`config.mk`:
```
export PLATFORM = sky130hd
export DESIGN_NAME = addr_mode_sequencer_flat
export DESIGN_NICKNAME = d
export VERILOG_FILES = /design/src/rtl/cpu_pkg.sv /design/src/rtl/addr_mode_sequencer_if.sv /design/src/rtl/addr_mode_decode.sv /design/src/rtl/addr_mode_sequencer.sv /design/src/flat_wrapper.sv
export SDC_FILE = /design/constraint.sdc
export NUM_CORES = 1
export LEC_CHECK = 0
export CORE_UTILIZATION = 39
export CTS_BUF_LIST = sky130_fd_sc_hd__clkbuf_16
export DETAILED_ROUTE_END_ITERATION = 7
export GPL_TIMING_DRIVEN = 0
export PLACE_DENSITY = 0.66
export SKIP_CTS_REPAIR_TIMING = 1
export SLEW_MARGIN = 20
export SYNTH_ARGS = -nofsm -noshare
export SYNTH_HDL_FRONTEND = slang
export SYNTH_SLANG_ARGS = --single-unit
```
`constraint.sdc`:
```
create_clock -name clk -period 1.7 [get_ports clk]
set_clock_uncertainty 0.2 [all_clocks]
set_input_delay 0.255 -clock clk [delete_from_list [all_inputs] [get_ports clk]]
set_output_delay 0.255 -clock clk [all_outputs]
set_load 0.02 [all_outputs]
```
`src/rtl/cpu_pkg.sv`:
```
// Shared types for the addressing-mode sequencer: FSM states, addressing modes,
// access class, address-select encoding and the bundle of register strobes.
package cpu_pkg;

    typedef enum logic [3:0] {
        ST_FETCH, ST_IMM0, ST_ZP0, ST_ZPIDX, ST_ABS0, ST_ABS1, ST_FIX,
        ST_IX1, ST_IX2, ST_IX3, ST_IY1, ST_IY2, ST_EXEC
    } state_t;

    typedef enum logic [3:0] {
        M_IMP, M_IMM, M_ZP, M_ZPX, M_ZPY, M_ABS, M_ABSX, M_ABSY, M_INDX, M_INDY
    } mode_t;

    typedef enum logic {CLS_RD, CLS_WR} op_class_t;

    typedef enum logic [1:0] {
        AS_PC = 2'd0, AS_ZERO = 2'd1, AS_ABS = 2'd2, AS_INDIR = 2'd3
    } addr_sel_t;

    typedef struct packed {
        logic instruction_load;
        logic increment_pc;
        logic dirl_load;
        logic dirh_load;
        logic indirl_load;
        logic indirh_load;
        logic index_add;
        logic dirh_inc;
        logic reg_load;
    } strobe_t;

    function automatic logic uses_y(input mode_t m);
        return (m == M_ZPY) || (m == M_ABSY) || (m == M_INDY);
    endfunction

endpackage

```
`src/rtl/addr_mode_sequencer_if.sv`:
```
// Opcode/stall/page-cross inputs and register-control strobes of the sequencer.
// master = sequencer side, slave = datapath side.
interface addr_mode_sequencer_if;
    logic [7:0] opcode;
    logic       rdy;
    logic       page_cross;
    logic       instruction_load;
    logic       increment_pc;
    logic       dirl_load;
    logic       dirh_load;
    logic       indirl_load;
    logic       indirh_load;
    logic       index_add;
    logic       index_sel;
    logic       dirh_inc;
    logic       reg_load;
    logic       read_write;
    logic [1:0] address_select;
    logic       sync;

    modport master (
        input  opcode, rdy, page_cross,
        output instruction_load, increment_pc, dirl_load, dirh_load, indirl_load,
               indirh_load, index_add, index_sel, dirh_inc, reg_load, read_write,
               address_select, sync
    );

    modport slave (
        output opcode, rdy, page_cross,
        input  instruction_load, increment_pc, dirl_load, dirh_load, indirl_load,
               indirh_load, index_add, index_sel, dirh_inc, reg_load, read_write,
               address_select, sync
    );
endinterface

```
`src/rtl/addr_mode_decode.sv`:
```
// Combinational 6502 opcode -> addressing mode / access class (zero latency).
// Unlisted opcodes (implied, branches, jumps, undocumented) decode as IMP.
module addr_mode_decode
    import cpu_pkg::*;
(
    input  logic [7:0] opcode,
    output mode_t      mode,
    output op_class_t  op_class
);
    logic [2:0] aaa;
    logic [2:0] bbb;
    logic [1:0] cc;

    assign aaa = opcode[7:5];
    assign bbb = opcode[4:2];
    assign cc  = opcode[1:0];

    always_comb begin
        mode     = M_IMP;
        op_class = (aaa == 3'b100) ? CLS_WR : CLS_RD;
        case (cc)
            2'b01: begin
                case (bbb)
                    3'b000:  mode = M_INDX;
                    3'b001:  mode = M_ZP;
                    3'b010:  mode = (aaa == 3'b100) ? M_IMP : M_IMM;
                    3'b011:  mode = M_ABS;
                    3'b100:  mode = M_INDY;
                    3'b101:  mode = M_ZPX;
                    3'b110:  mode = M_ABSY;
                    default: mode = M_ABSX;
                endcase
            end
            2'b00: begin
                case (bbb)
                    3'b000:  if (aaa[2] && aaa != 3'b100) mode = M_IMM;
                    3'b001:  if (aaa == 3'b001 || aaa[2]) mode = M_ZP;
                    3'b011:  if (aaa == 3'b001 || aaa[2]) mode = M_ABS;
                    3'b101:  if (aaa == 3'b100 || aaa == 3'b101) mode = M_ZPX;
                    3'b111:  if (aaa == 3'b101) mode = M_ABSX;
                    default: mode = M_IMP;
                endcase
            end
            2'b10: begin
                // STX/LDX swap X for Y as their index register
                case (bbb)
                    3'b000:  if (aaa == 3'b101) mode = M_IMM;
                    3'b001:  mode = M_ZP;
                    3'b011:  mode = M_ABS;
                    3'b101:  mode = (aaa == 3'b100 || aaa == 3'b101) ? M_ZPY : M_ZPX;
                    3'b111: begin
                        if (aaa == 3'b101)      mode = M_ABSY;
                        else if (aaa != 3'b100) mode = M_ABSX;
                    end
                    default: mode = M_IMP;
                endcase
            end
            default: mode = M_IMP;
        endcase
    end
endmodule

```
`src/rtl/addr_mode_sequencer.sv`:
```
// Per-instruction addressing cycle sequencer; Moore outputs from state + latched mode/class.
// rdy=0 freezes state/mode/class and forces all strobes low for that cycle.
module addr_mode_sequencer
    import cpu_pkg::*;
#(
    parameter bit PAGE_PENALTY = 1'b1,
    parameter bit ZP_WRAP      = 1'b1
) (
    input  logic                   clk,
    input  logic                   rst,
    addr_mode_sequencer_if.master  bus
);
    state_t    state, state_nxt;
    mode_t     mode, mode_dec;
    op_class_t cls, cls_dec;
    strobe_t   stb, stb_g;
    addr_sel_t asel;
    logic      rw;
    logic      fix_needed;

    addr_mode_decode u_decode (
        .opcode   (bus.opcode),
        .mode     (mode_dec),
        .op_class (cls_dec)
    );

    always_ff @(posedge clk or negedge rst) begin
        if (!rst) begin
            state <= ST_FETCH;
            mode  <= M_IMP;
            cls   <= CLS_RD;
        end else if (bus.rdy) begin
            state <= state_nxt;
            if (state == ST_FETCH) begin
                mode <= mode_dec;
                cls  <= cls_dec;
            end
        end
    end

    // Stores always take the fix cycle so the write never lands on the wrong page
    assign fix_needed = (cls == CLS_WR) || !PAGE_PENALTY || bus.page_cross;

    always_comb begin
        state_nxt = state;
        stb       = '0;
        asel      = AS_PC;
        rw        = 1'b0;
        case (state)
            ST_FETCH: begin
                stb.instruction_load = 1'b1;
                stb.increment_pc     = 1'b1;
                case (mode_dec)
                    M_IMP:                  state_nxt = ST_FETCH;
                    M_IMM:                  state_nxt = ST_IMM0;
                    M_ABS, M_ABSX, M_ABSY:  state_nxt = ST_ABS0;
                    default:                state_nxt = ST_ZP0;
                endcase
            end
            ST_IMM0: begin
                stb.increment_pc = 1'b1;
                stb.reg_load     = 1'b1;
                state_nxt        = ST_FETCH;
            end
            ST_ZP0: begin
                stb.increment_pc = 1'b1;
                if (mode == M_INDX || mode == M_INDY) stb.indirl_load = 1'b1;
                else                                  stb.dirl_load   = 1'b1;
                case (mode)
                    M_ZP:    state_nxt = ST_EXEC;
                    M_INDX:  state_nxt = ST_IX1;
                    M_INDY:  state_nxt = ST_IY1;
                    default: state_nxt = ST_ZPIDX;
                endcase
            end
            ST_ZPIDX: begin
                asel          = AS_ZERO;
                stb.dirl_load = 1'b1;
                stb.index_add = 1'b1;
                stb.dirh_load = !ZP_WRAP;
                state_nxt     = ST_EXEC;
            end
            ST_ABS0: begin
                stb.dirl_load    = 1'b1;
                stb.increment_pc = 1'b1;
                stb.index_add    = (mode != M_ABS);
                state_nxt        = ST_ABS1;
            end
            ST_ABS1: begin
                stb.dirh_load    = 1'b1;
                stb.increment_pc = 1'b1;
                state_nxt        = (mode != M_ABS && fix_needed) ? ST_FIX : ST_EXEC;
            end
            ST_IX1: begin
                asel            = AS_ZERO;
                stb.indirl_load = 1'b1;
                stb.index_add   = 1'b1;
                state_nxt       = ST_IX2;
            end
            ST_IX2: begin
                asel          = AS_INDIR;
                stb.dirl_load = 1'b1;
                state_nxt     = ST_IX3;
            end
            ST_IX3: begin
                asel          = AS_INDIR;
                stb.dirh_load = 1'b1;
                state_nxt     = ST_EXEC;
            end
            ST_IY1: begin
                asel          = AS_INDIR;
                stb.dirl_load = 1'b1;
                stb.index_add = 1'b1;
                state_nxt     = ST_IY2;
            end
            ST_IY2: begin
                asel          = AS_INDIR;
                stb.dirh_load = 1'b1;
                state_nxt     = fix_needed ? ST_FIX : ST_EXEC;
            end
            ST_FIX: begin
                asel         = AS_ABS;
                stb.dirh_inc = 1'b1;
                state_nxt    = ST_EXEC;
            end
            ST_EXEC: begin
                asel         = (mode == M_ZP || mode == M_ZPX || mode == M_ZPY) ? AS_ZERO : AS_ABS;
                rw           = (cls == CLS_WR);
                stb.reg_load = (cls == CLS_RD);
                state_nxt    = ST_FETCH;
            end
            default: state_nxt = ST_FETCH;
        endcase
    end

    assign stb_g = bus.rdy ? stb : '0;

    assign bus.instruction_load = stb_g.instruction_load;
    assign bus.increment_pc     = stb_g.increment_pc;
    assign bus.dirl_load        = stb_g.dirl_load;
    assign bus.dirh_load        = stb_g.dirh_load;
    assign bus.indirl_load      = stb_g.indirl_load;
    assign bus.indirh_load      = stb_g.indirh_load;
    assign bus.index_add        = stb_g.index_add;
    assign bus.dirh_inc         = stb_g.dirh_inc;
    assign bus.reg_load         = stb_g.reg_load;
    assign bus.index_sel        = uses_y(mode);
    assign bus.read_write       = rw;
    assign bus.address_select   = asel;
    assign bus.sync             = (state == ST_FETCH);
endmodule

```
`src/flat_wrapper.sv`:
```
// flat-port wrapper written by rule: the top's interface ports become plain ports
module addr_mode_sequencer_flat import cpu_pkg::*;
#(
    parameter bit PAGE_PENALTY = 1'b1,
    parameter bit ZP_WRAP      = 1'b1
)
  (clk, rst, bus_opcode, bus_rdy, bus_page_cross, bus_instruction_load, bus_increment_pc, bus_dirl_load, bus_dirh_load, bus_indirl_load, bus_indirh_load, bus_index_add, bus_index_sel, bus_dirh_inc, bus_reg_load, bus_read_write, bus_address_select, bus_sync);
  addr_mode_sequencer_if bus_i ();
  input  logic clk;
  input  logic rst;
  input wire logic [$bits(bus_i.opcode)-1:0] bus_opcode;
  input wire logic [$bits(bus_i.rdy)-1:0] bus_rdy;
  input wire logic [$bits(bus_i.page_cross)-1:0] bus_page_cross;
  output wire logic [$bits(bus_i.instruction_load)-1:0] bus_instruction_load;
  output wire logic [$bits(bus_i.increment_pc)-1:0] bus_increment_pc;
  output wire logic [$bits(bus_i.dirl_load)-1:0] bus_dirl_load;
  output wire logic [$bits(bus_i.dirh_load)-1:0] bus_dirh_load;
  output wire logic [$bits(bus_i.indirl_load)-1:0] bus_indirl_load;
  output wire logic [$bits(bus_i.indirh_load)-1:0] bus_indirh_load;
  output wire logic [$bits(bus_i.index_add)-1:0] bus_index_add;
  output wire logic [$bits(bus_i.index_sel)-1:0] bus_index_sel;
  output wire logic [$bits(bus_i.dirh_inc)-1:0] bus_dirh_inc;
  output wire logic [$bits(bus_i.reg_load)-1:0] bus_reg_load;
  output wire logic [$bits(bus_i.read_write)-1:0] bus_read_write;
  output wire logic [$bits(bus_i.address_select)-1:0] bus_address_select;
  output wire logic [$bits(bus_i.sync)-1:0] bus_sync;
  assign bus_i.opcode = bus_opcode;
  assign bus_i.rdy = bus_rdy;
  assign bus_i.page_cross = bus_page_cross;
  assign bus_instruction_load = bus_i.instruction_load;
  assign bus_increment_pc = bus_i.increment_pc;
  assign bus_dirl_load = bus_i.dirl_load;
  assign bus_dirh_load = bus_i.dirh_load;
  assign bus_indirl_load = bus_i.indirl_load;
  assign bus_indirh_load = bus_i.indirh_load;
  assign bus_index_add = bus_i.index_add;
  assign bus_index_sel = bus_i.index_sel;
  assign bus_dirh_inc = bus_i.dirh_inc;
  assign bus_reg_load = bus_i.reg_load;
  assign bus_read_write = bus_i.read_write;
  assign bus_address_select = bus_i.address_select;
  assign bus_sync = bus_i.sync;
  addr_mode_sequencer #(.PAGE_PENALTY(PAGE_PENALTY), .ZP_WRAP(ZP_WRAP)) u_core (.clk(clk), .rst(rst), .bus(bus_i));
endmodule
```
# Word level (Yosys, flattened, before mapping)
# Cells that the tools add are included.
[totals]
regBits = 9
mem_count = 0
elab_cells = 97
latchBits = 0
out_inout_bits = 14
romBits = 0
mem_bits_rw = 0
inputBits = 12
[classes]
shifts = 0
mul = 0
reduce_logical = 23
n_addsub = 0
muxes = 34
n_eq_ne = 36
div = 0
order_cmp = 0
n_bitwise = 1
[op_table]
columns = ["op", "n"]
rows = [
  ["one-hot mux 4 bit (5 select lines)", 2],
  ["equality test 4 x 3 -> 1 bit, second input constant", 9],
  ["one-hot mux 4 bit (9 select lines)", 1],
  ["equality test 4 bit, second input constant", 7],
  ["one-hot mux 4 bit (7 select lines)", 1],
  ["one-hot mux 4 bit (3 select lines)", 2],
  ["equality test 3 bit, second input constant", 6],
  ["equality test 4 x 2 -> 1 bit, second input constant", 4],
  ["two-way mux 3 bit", 5],
  ["OR reduction 3 bit", 4],
  ["two-way mux 1 bit", 11],
  ["two-way mux 9 bit", 1],
  ["one-hot mux 3 bit (3 select lines)", 1],
  ["equality test 4 x 1 -> 1 bit, second input constant", 2],
  ["logical NOT 4 bit", 2],
  ["logical OR 1 bit", 8],
  ["two-way mux 4 bit", 2],
  ["one-hot mux 1 bit (2 select lines)", 4],
  ["one-hot mux 2 bit (4 select lines)", 1],
  ["OR reduction 4 bit", 2],
  ["equality test 3 x 1 -> 1 bit, second input constant", 2],
  ["equality test 3 x 2 -> 1 bit, second input constant", 2],
  ["two-way mux 2 bit", 3],
  ["OR reduction 5 bit", 1],
  ["10 further kinds", 11],
]

# Depth between registers and ports, before layout
# Gate-level depths: netlist of run 1.
[logic_depth]
word_depth = 9
depth_mapped = 7
mapped_depth_nobuf = 6

# By module
# Synthesis of run 1 repeated with hierarchy kept, for this count alone.
[hier_totals]
hier_cells = 165
area_unflattened_um2 = 1271.2
[by_module_without_submodules]
columns = ["module", "area_each_um2", "seq_area_each_um2", "cells_per_inst", "instances"]
rows = [
  ["addr_mode_sequencer", 948.4, 225.2, 117, 1],
  ["addr_mode_decode", 322.8, 0.0, 48, 1],
]

# Worst setup path before layout of run 1
# No wires, ideal clock.
[synth_timing]
path_type = "register -> output"
start = "reg u_core.state[3]"
end = "out bus_read_write"
arrival_ns = 1.702
required_ns = 1.245
stages_incl_launch_ff = 5
slack_ns = -0.457
path_buffers = 2
path_cell_list = "dfrtp_1 clkbuf_1 clkbuf_1 nand2_1 nor4b_1"
[synth_between]
elab_chain_cells = 2
[synth_rtl]
columns = ["element", "line", "source"]
rows = [
  ["start, declared", "addr_mode_sequencer.sv:13", "state_t state, state_nxt;"],
  ["start signal, assigned", "addr_mode_sequencer.sv:33", "state <= state_nxt;"],
  ["equality test 4 bit", "addr_mode_sequencer.sv:49", "case (state)"],
  ["two-way mux 1 bit", "addr_mode_sequencer.sv:49", ""],
  ["end, declared", "flat_wrapper.sv:24", "output wire logic [$bits(bus_i.read_write)-1:0] bus_read_write;"],
]
# Every way passes these cells.

# Worst setup path after layout of run 1
[layout_timing]
start = "reg u_core.mode[1]"
end = "out bus_address_select[0]"
[layout_between]
elab_chain_cells = 5
word_cells_on_any_way = 7
[layout_rtl]
columns = ["element", "line", "source"]
rows = [
  ["start, declared", "addr_mode_sequencer.sv:14", "mode_t mode, mode_dec;"],
  ["start signal, assigned", "addr_mode_sequencer.sv:35", "mode <= mode_dec;"],
  ["equality test 4 x 2 -> 1 bit", "addr_mode_sequencer.sv:127", "asel = (mode == M_ZP || mode == M_ZPX || mode == M_ZPY) ? AS_ZERO : AS_ABS;"],
  ["logical OR 1 bit", "addr_mode_sequencer.sv:127", ""],
  ["logical OR 1 bit *", "addr_mode_sequencer.sv:127", ""],
  ["two-way mux 2 bit *", "addr_mode_sequencer.sv:127", ""],
  ["one-hot mux 2 bit (4 select lines) *", "addr_mode_sequencer.sv:49", ""],
  ["end, declared", "flat_wrapper.sv:25", "output wire logic [$bits(bus_i.address_select)-1:0] bus_address_select;"],
]
# Every way passes the cells marked *; elsewhere a longest branch is shown, timed or not.

==> results.py, run 1 <==
metrics = {
    "clock_network": {
        "numCtsBuffers": 3,
        "cts_buffer_depth": 2,
        "clockRootBuffer": "clkbuf_16",
        "clkTransAtPathRegs_ns": 0.04,
        "cts.sinks": 9,
        "cts.htree.levels": 1,
        "cts_tree": "yes",
        "clk_latency_ns": 0.23,
    },
    "finish": {
        "nFillCells": 181,
        "insertedDiodeCount": 0,
        "mostFrequentLayoutCells": "39 x buf_4, 16 x a21oi_1, 15 x buf_6",
        "drive_above_1_share": 0.500,
        "nNetsFinal": 243,
        "area_growth_pct": 80.8,
        "multi_input_area_mm2": 0.00105,
        "finish.utilization": 0.756,
        "seq_area_um2": 229,
        "final_common_cell": "buf_4",
    },
    "global_route": {
        "grt_start_max_net_pins": 11,
        "first_global_vias": 1191,
        "track_usage": 0.222,
        "antenna_found_initial": 0,
        "grt_overflow": 0,
        "grt_pass1_wl_um": 5720,
    },
    "floorplan": {
        "die-area_mm2": 0.00321,
        "die_w_um": 56.6,
        "io_pins": 26,
        "coreArea_mm2": 0.00278,
        "die_h_um": 56.6,
        "initial_core_util": 0.418,
        "fp-row-count": 19,
    },
    "place": {
        "place_hpwl_um": 2530,
        "gp_congestion": 0.862,
        "io_buffers": 23,
    },
    "logic_synthesis": {
        "syn_inst": 167,
        "synth_cell_type_count": 57,
        "syn-mean-instance-area_um2": 6.97,
        "synth_edf_count": 0,
        "synth_seq_cells": 9,
        "ys_async_sr_fraction": 1.00,
        "syn_area_mm2": 0.00116,
        "synth_nets": 179,
        "ys_warn_count": 0,
        "synth_top_flop_cell": "dfrtp_1",
        "ys_seq_area_frac": 0.194,
    },
    "drt": {
        "routedWlPerCell_um": 17.7,
        "dr_total_vias": 1607,
        "drt_iter0_markers": 128,
        "drt_first_pass_iters": 5,
        "wl_um": 4610,
        "vias_per_cell": 6.16,
        "drc": 0,
        "route.antenna.remaining_nets": 0,
    },
    "timing": {
        "rsz0062_at_grt": "true",
        "hold_ws_ns": 0.132,
        "setup_viol": 16,
        "finalCriticalPeriod_ns": 2.05,
        "max_freq_ghz": 0.488,
        "fin_crit_sh": 1.21,
        "drv_slew": 0,
        "hold_viol": 0,
        "setup_slack_ns": -0.349,
    },
    "power": {
        "finalPower_mw": 3.58,
        "p_leak_nw": 0.968,
        "ir_drop_v": 0.00149,
        "power.density_mw_per_mm2": 1700,
    },
    "worst_setup_path": {
        "critPathArrivalTime_ns": 1.59,
        "timing.setup.critical_path_class": "reg2out",
        "worst_setup_path_start_kind": "flip-flop",
        "cp-end-kind": "primary output",
        "worst-endpoint-required_ns": 1.24,
        "critical_path.max_fanout": 8,
    },
    "outcome": {
        "violations": "setup timing",
        "status": "complete, but fails checks",
    },
    "run": {
        "cap_violations": 0,
    },
    "worst_hold_path": {
        "hp-class": "in2async",
    },
}
layout make-up:
type | instances | share of cell area
Buffer | 15 | 0.0869
Clock buffer | 3 | 0.0357
Clock inverter | 1 | 0.00178
Inverter | 7 | 0.0155
Multi-Input combinational cell | 136 | 0.500
Sequential cell | 9 | 0.109
Tap cell | 31 | 0.0184
Timing Repair Buffer | 59 | 0.233
synthesized netlist by cell type, types with 2 or more instances:
cell type	instances	area, um^2
and3_1	2	12.5
o21ai_1	2	10.0
nand3_1	2	10.0
nor2_1	16	60.1
nor3_1	9	45.0
a21oi_1	19	95.1
o21ai_0	13	65.1
clkbuf_1	9	33.8
nand3b_1	2	15.0
o31ai_1	2	15.0
nor3b_1	4	30.0
nand4_1	2	12.5
nand2_1	17	63.8
o32a_1	2	20.0
inv_1	7	26.3
dfrtp_1	9	225
or3b_1	2	17.5
nand2b_1	4	25.0
buf_1	2	7.51
nor4b_1	2	17.5
or3_1	2	12.5
o22ai_1	3	18.8
power breakdown:
| group | leakage [nW] | internal, mW | switching (mW) |
|---|---|---|---|
| registers | 0.111 | 0.316 | 0.118 |
| logic | 0.814 | 1.35 | 1.39 |
| clock network | 0.0423 | 0.307 | 0.101 |
| total | 0.968 | 1.97 | 1.61 |
worst max-delay path: stages, from the launching register on:
cell and delay [ns]:
dfrtp_1 0.40, buf_6 0.15, nor2_2 0.07, mux2_4 0.16, nand2_4 0.06, o31ai_4 0.22
a22o_1 0.18, buf_6 0.12
kinds of logic after synthesis:
logic type                share of synthesized area
and+or+nand+nor                               0.333
AOI/OAI and AO/OA                             0.359
buffers and inverters                        0.0850
DFF                                           0.194
muxes                                        0.0183
xor gates and xnor gates                    0.00753
other                                       0.00322
registers in the layout, summed over array words and instances (netlist names):
name / cells
u_core.mode: 4
u_core.cls: 1
u_core.state: 4
metrics by stage:
step                      cell area, um^2  setup slack (ns)  setup TNS (ns)  instances
final                                2100            -0.349           -3.04        261
after global routing                 2100            -0.419           -4.21        261
after CTS                            1620            -0.870          -11.33        225
after detailed placement             1540            -0.661           -9.60        221
after global placement               1540            -0.627           -9.19        221
after floorplan                      1270           -0.0111         -0.0214        167
worst paths after layout:
| path | to | slack [ns] | cells after the start | start |
|---|---|---|---|---|
| setup reg to reg | u_core.state[0] | -0.24 | 7 | u_core.mode[3] |
| max in group asynchronous | u_core.state[1] | 0.84 | 1 | rst |
| hold reg to reg | u_core.mode[0] | 0.38 | 2 | u_core.mode[0] |
| hold / removal | u_core.mode[1] | 0.13 | 1 | rst |
| setup / recovery | bus_address_select[0] | -0.35 | 7 | u_core.mode[1] |
| min in group clk | u_core.cls | 0.24 | 4 | bus_opcode[6] |
per-layer routing:
metal / wire length, um / vias up / GRT usage / share of wire
met5: 0 / - / 0 / 0
met4: 71 / 0 / 0.0139 / 0.015
met3: 315 / 10 / 0.0484 / 0.068
met2: 2360 / 80 / 0.343 / 0.51
met1: 1870 / 776 / 0.330 / 0.40
li1: - / 741 / - / -
(Power assumes the default switching activity.)
==> inputs of run 2 (changes only) <==
- MAX_ROUTING_LAYER: unset -> met4
- SLEW_MARGIN: 20 -> 25
==> run 2 against run 1 <==
The run still ends with setup timing left. Total power is 11% lower. Global-route usage is 0.57 points higher. Setup slack better by 0.011 ns. Clock power hardly changed. Combinational power is 14% lower. Critical path type unchanged. Largest power group unchanged. Highest routed layer unchanged.
==> results.py, run 2 (synthesis gave the netlist of run 1 again) <==
metrics = {
    "outcome": {
        "status": "complete, but fails checks",
        "violations": "setup timing",
    },
    "drt": {
        "drt_iter0_markers": 95,
        "dr_total_vias": 1472,
        "route.antenna.remaining_nets": 0,
        "drc": 0,
        "routedWlPerCell_um": 15.6,
        "vias_per_cell": 5.91,
        "wl_um": 3880,
        "drt_first_pass_iters": 4,
    },
    "worst_setup_path": {
        "critical_path.max_fanout": 7,
        "cp_top_family": "flip-flops",
        "worst_setup_path_start_kind": "flip-flop",
        "cp-end-kind": "primary output",
        "worstPathBufferInverterCount": 2,
        "worstPathCellList": "buf_6 > nor2_2 > mux2_4 > nand2_4 > o31ai_4 > a22o_1 > buf_6",
        "timing.setup.critical_path_class": "reg2out",
        "critPathArrivalTime_ns": 1.58,
        "cpMostUsedCell": "buf_6",
        "cpMaxStageDelayCell": "dfrtp_1",
        "worst-endpoint-required_ns": 1.24,
        "cpPeakStageDelay_ns": 0.39,
    },
    "clock_network": {
        "numCtsBuffers": 3,
        "cts.htree.levels": 1,
        "clk_latency_ns": 0.23,
        "cts_buffer_depth": 2,
        "clockRootBuffer": "clkbuf_16",
        "cts_tree": "yes",
        "clkTransAtPathRegs_ns": 0.04,
        "cts.sinks": 9,
    },
    "finish": {
        "area_growth_pct": 68.2,
        "final_area_mm2": 0.00196,
        "drive_above_1_share": 0.463,
        "mostFrequentLayoutCells": "33 x buf_4, 16 x a21oi_1, 14 x buf_6, 14 x nand2_1, 12 x nor2_1",
        "final_common_cell": "buf_4",
        "reg_top3": "u_core.mode (4), u_core.state (4), u_core.cls (1)",
        "nFillCells": 212,
        "insertedDiodeCount": 0,
        "nNetsFinal": 231,
    },
    "power": {
        "power.density_mw_per_mm2": 1630,
        "p_leak_nw": 0.879,
        "ir_drop_v": 0.00145,
    },
    "floorplan": {
        "die_h_um": 56.6,
        "die-area_mm2": 0.00321,
        "io_pins": 26,
        "fp-row-count": 19,
        "coreArea_mm2": 0.00278,
        "initial_core_util": 0.418,
        "die_w_um": 56.6,
    },
    "worst_hold_path": {
        "hp-class": "in2async",
    },
    "timing": {
        "drv_slew": 0,
        "setup_slack_ns": -0.338,
        "hold_viol": 0,
        "setup_viol": 16,
        "rsz0062_at_grt": "true",
        "fin_crit_sh": 1.20,
        "finalCriticalPeriod_ns": 2.04,
        "max_freq_ghz": 0.491,
    },
    "global_route": {
        "grt_start_max_net_pins": 11,
        "antenna_found_initial": 0,
        "grt_overflow": 0,
        "first_global_vias": 1197,
        "grt_pass1_wl_um": 5700,
        "track_usage": 0.228,
    },
    "place": {
        "place_area_mm2": 0.00154,
        "io_buffers": 23,
        "place_ws_ns": -0.661,
        "place_hpwl_um": 2530,
        "gp_congestion": 0.875,
    },
    "run": {
        "cap_violations": 0,
    },
}
run 2: cell types whose count changed in the layout (fill, tap and decap cells not counted), sizes merged:
cell and delta:
buf -11, clkbuf -1
run 2: final timing paths:
check / from / to / slack (ns) / depth (start not counted)
worst min register to register: u_core.mode[0] / u_core.mode[0] / 0.37 / 2
max in group asynchronous: rst / u_core.mode[3] / 0.87 / 1
min in group clk: bus_opcode[6] / u_core.cls / 0.22 / 4
worst min-delay path: rst / u_core.mode[1] / 0.12 / 1
worst max-delay path: u_core.mode[1] / bus_address_select[0] / -0.34 / 7
worst max register to register: u_core.mode[3] / u_core.state[0] / -0.12 / 6
run 2: metrics by stage:
step	power, mW	setup TNS, ns	hold slack [ns]	utilization	std cells
floorplan	1.61	-0.0214	-0.241	-	167
global placement	2.08	-9.19	0.365	0.553	221
detailed placement	2.10	-9.60	0.373	0.553	221
CTS	2.51	-11.33	0.131	0.582	225
global route	3.40	-3.81	0.153	0.704	249
finish	3.18	-2.80	0.121	0.704	249
run 2: cell type report:
type / count / area [um^2] / area share
multi-input combinational: 136 / 1030 / 0.527
timing repair buffer: 47 / 375 / 0.192
sequential: 9 / 228 / 0.116
buffer: 15 / 169 / 0.0863
clock buffer: 3 / 75.1 / 0.0384
tap: 31 / 38.8 / 0.0198
inverter: 7 / 35.0 / 0.0179
clock inverter: 1 / 3.75 / 0.00192
run 2: report_power, final:
| group | switching (mW) | leakage (nW) | internal, mW |
|---|---|---|---|
| registers | 0.107 | 0.113 | 0.314 |
| logic | 1.22 | 0.724 | 1.14 |
| clock network | 0.0985 | 0.0423 | 0.307 |
| total | 1.43 | 0.879 | 1.76 |
run 2: per-layer routing:
metal  track usage  routed length (um)  vias up
met5             -                   0        -
met1         0.329                1680      717
met2         0.343                1980       38
li1              -                   -      715
met4        0.0139                  17        0
met3        0.0484                 200        2
==> inputs of run 3 (changes only) <==
- CTS_CLUSTER_DIAMETER: unset -> 120
==> results of run 3 <==
The final DEF is identical to that of run 2; final timing and power are the same.
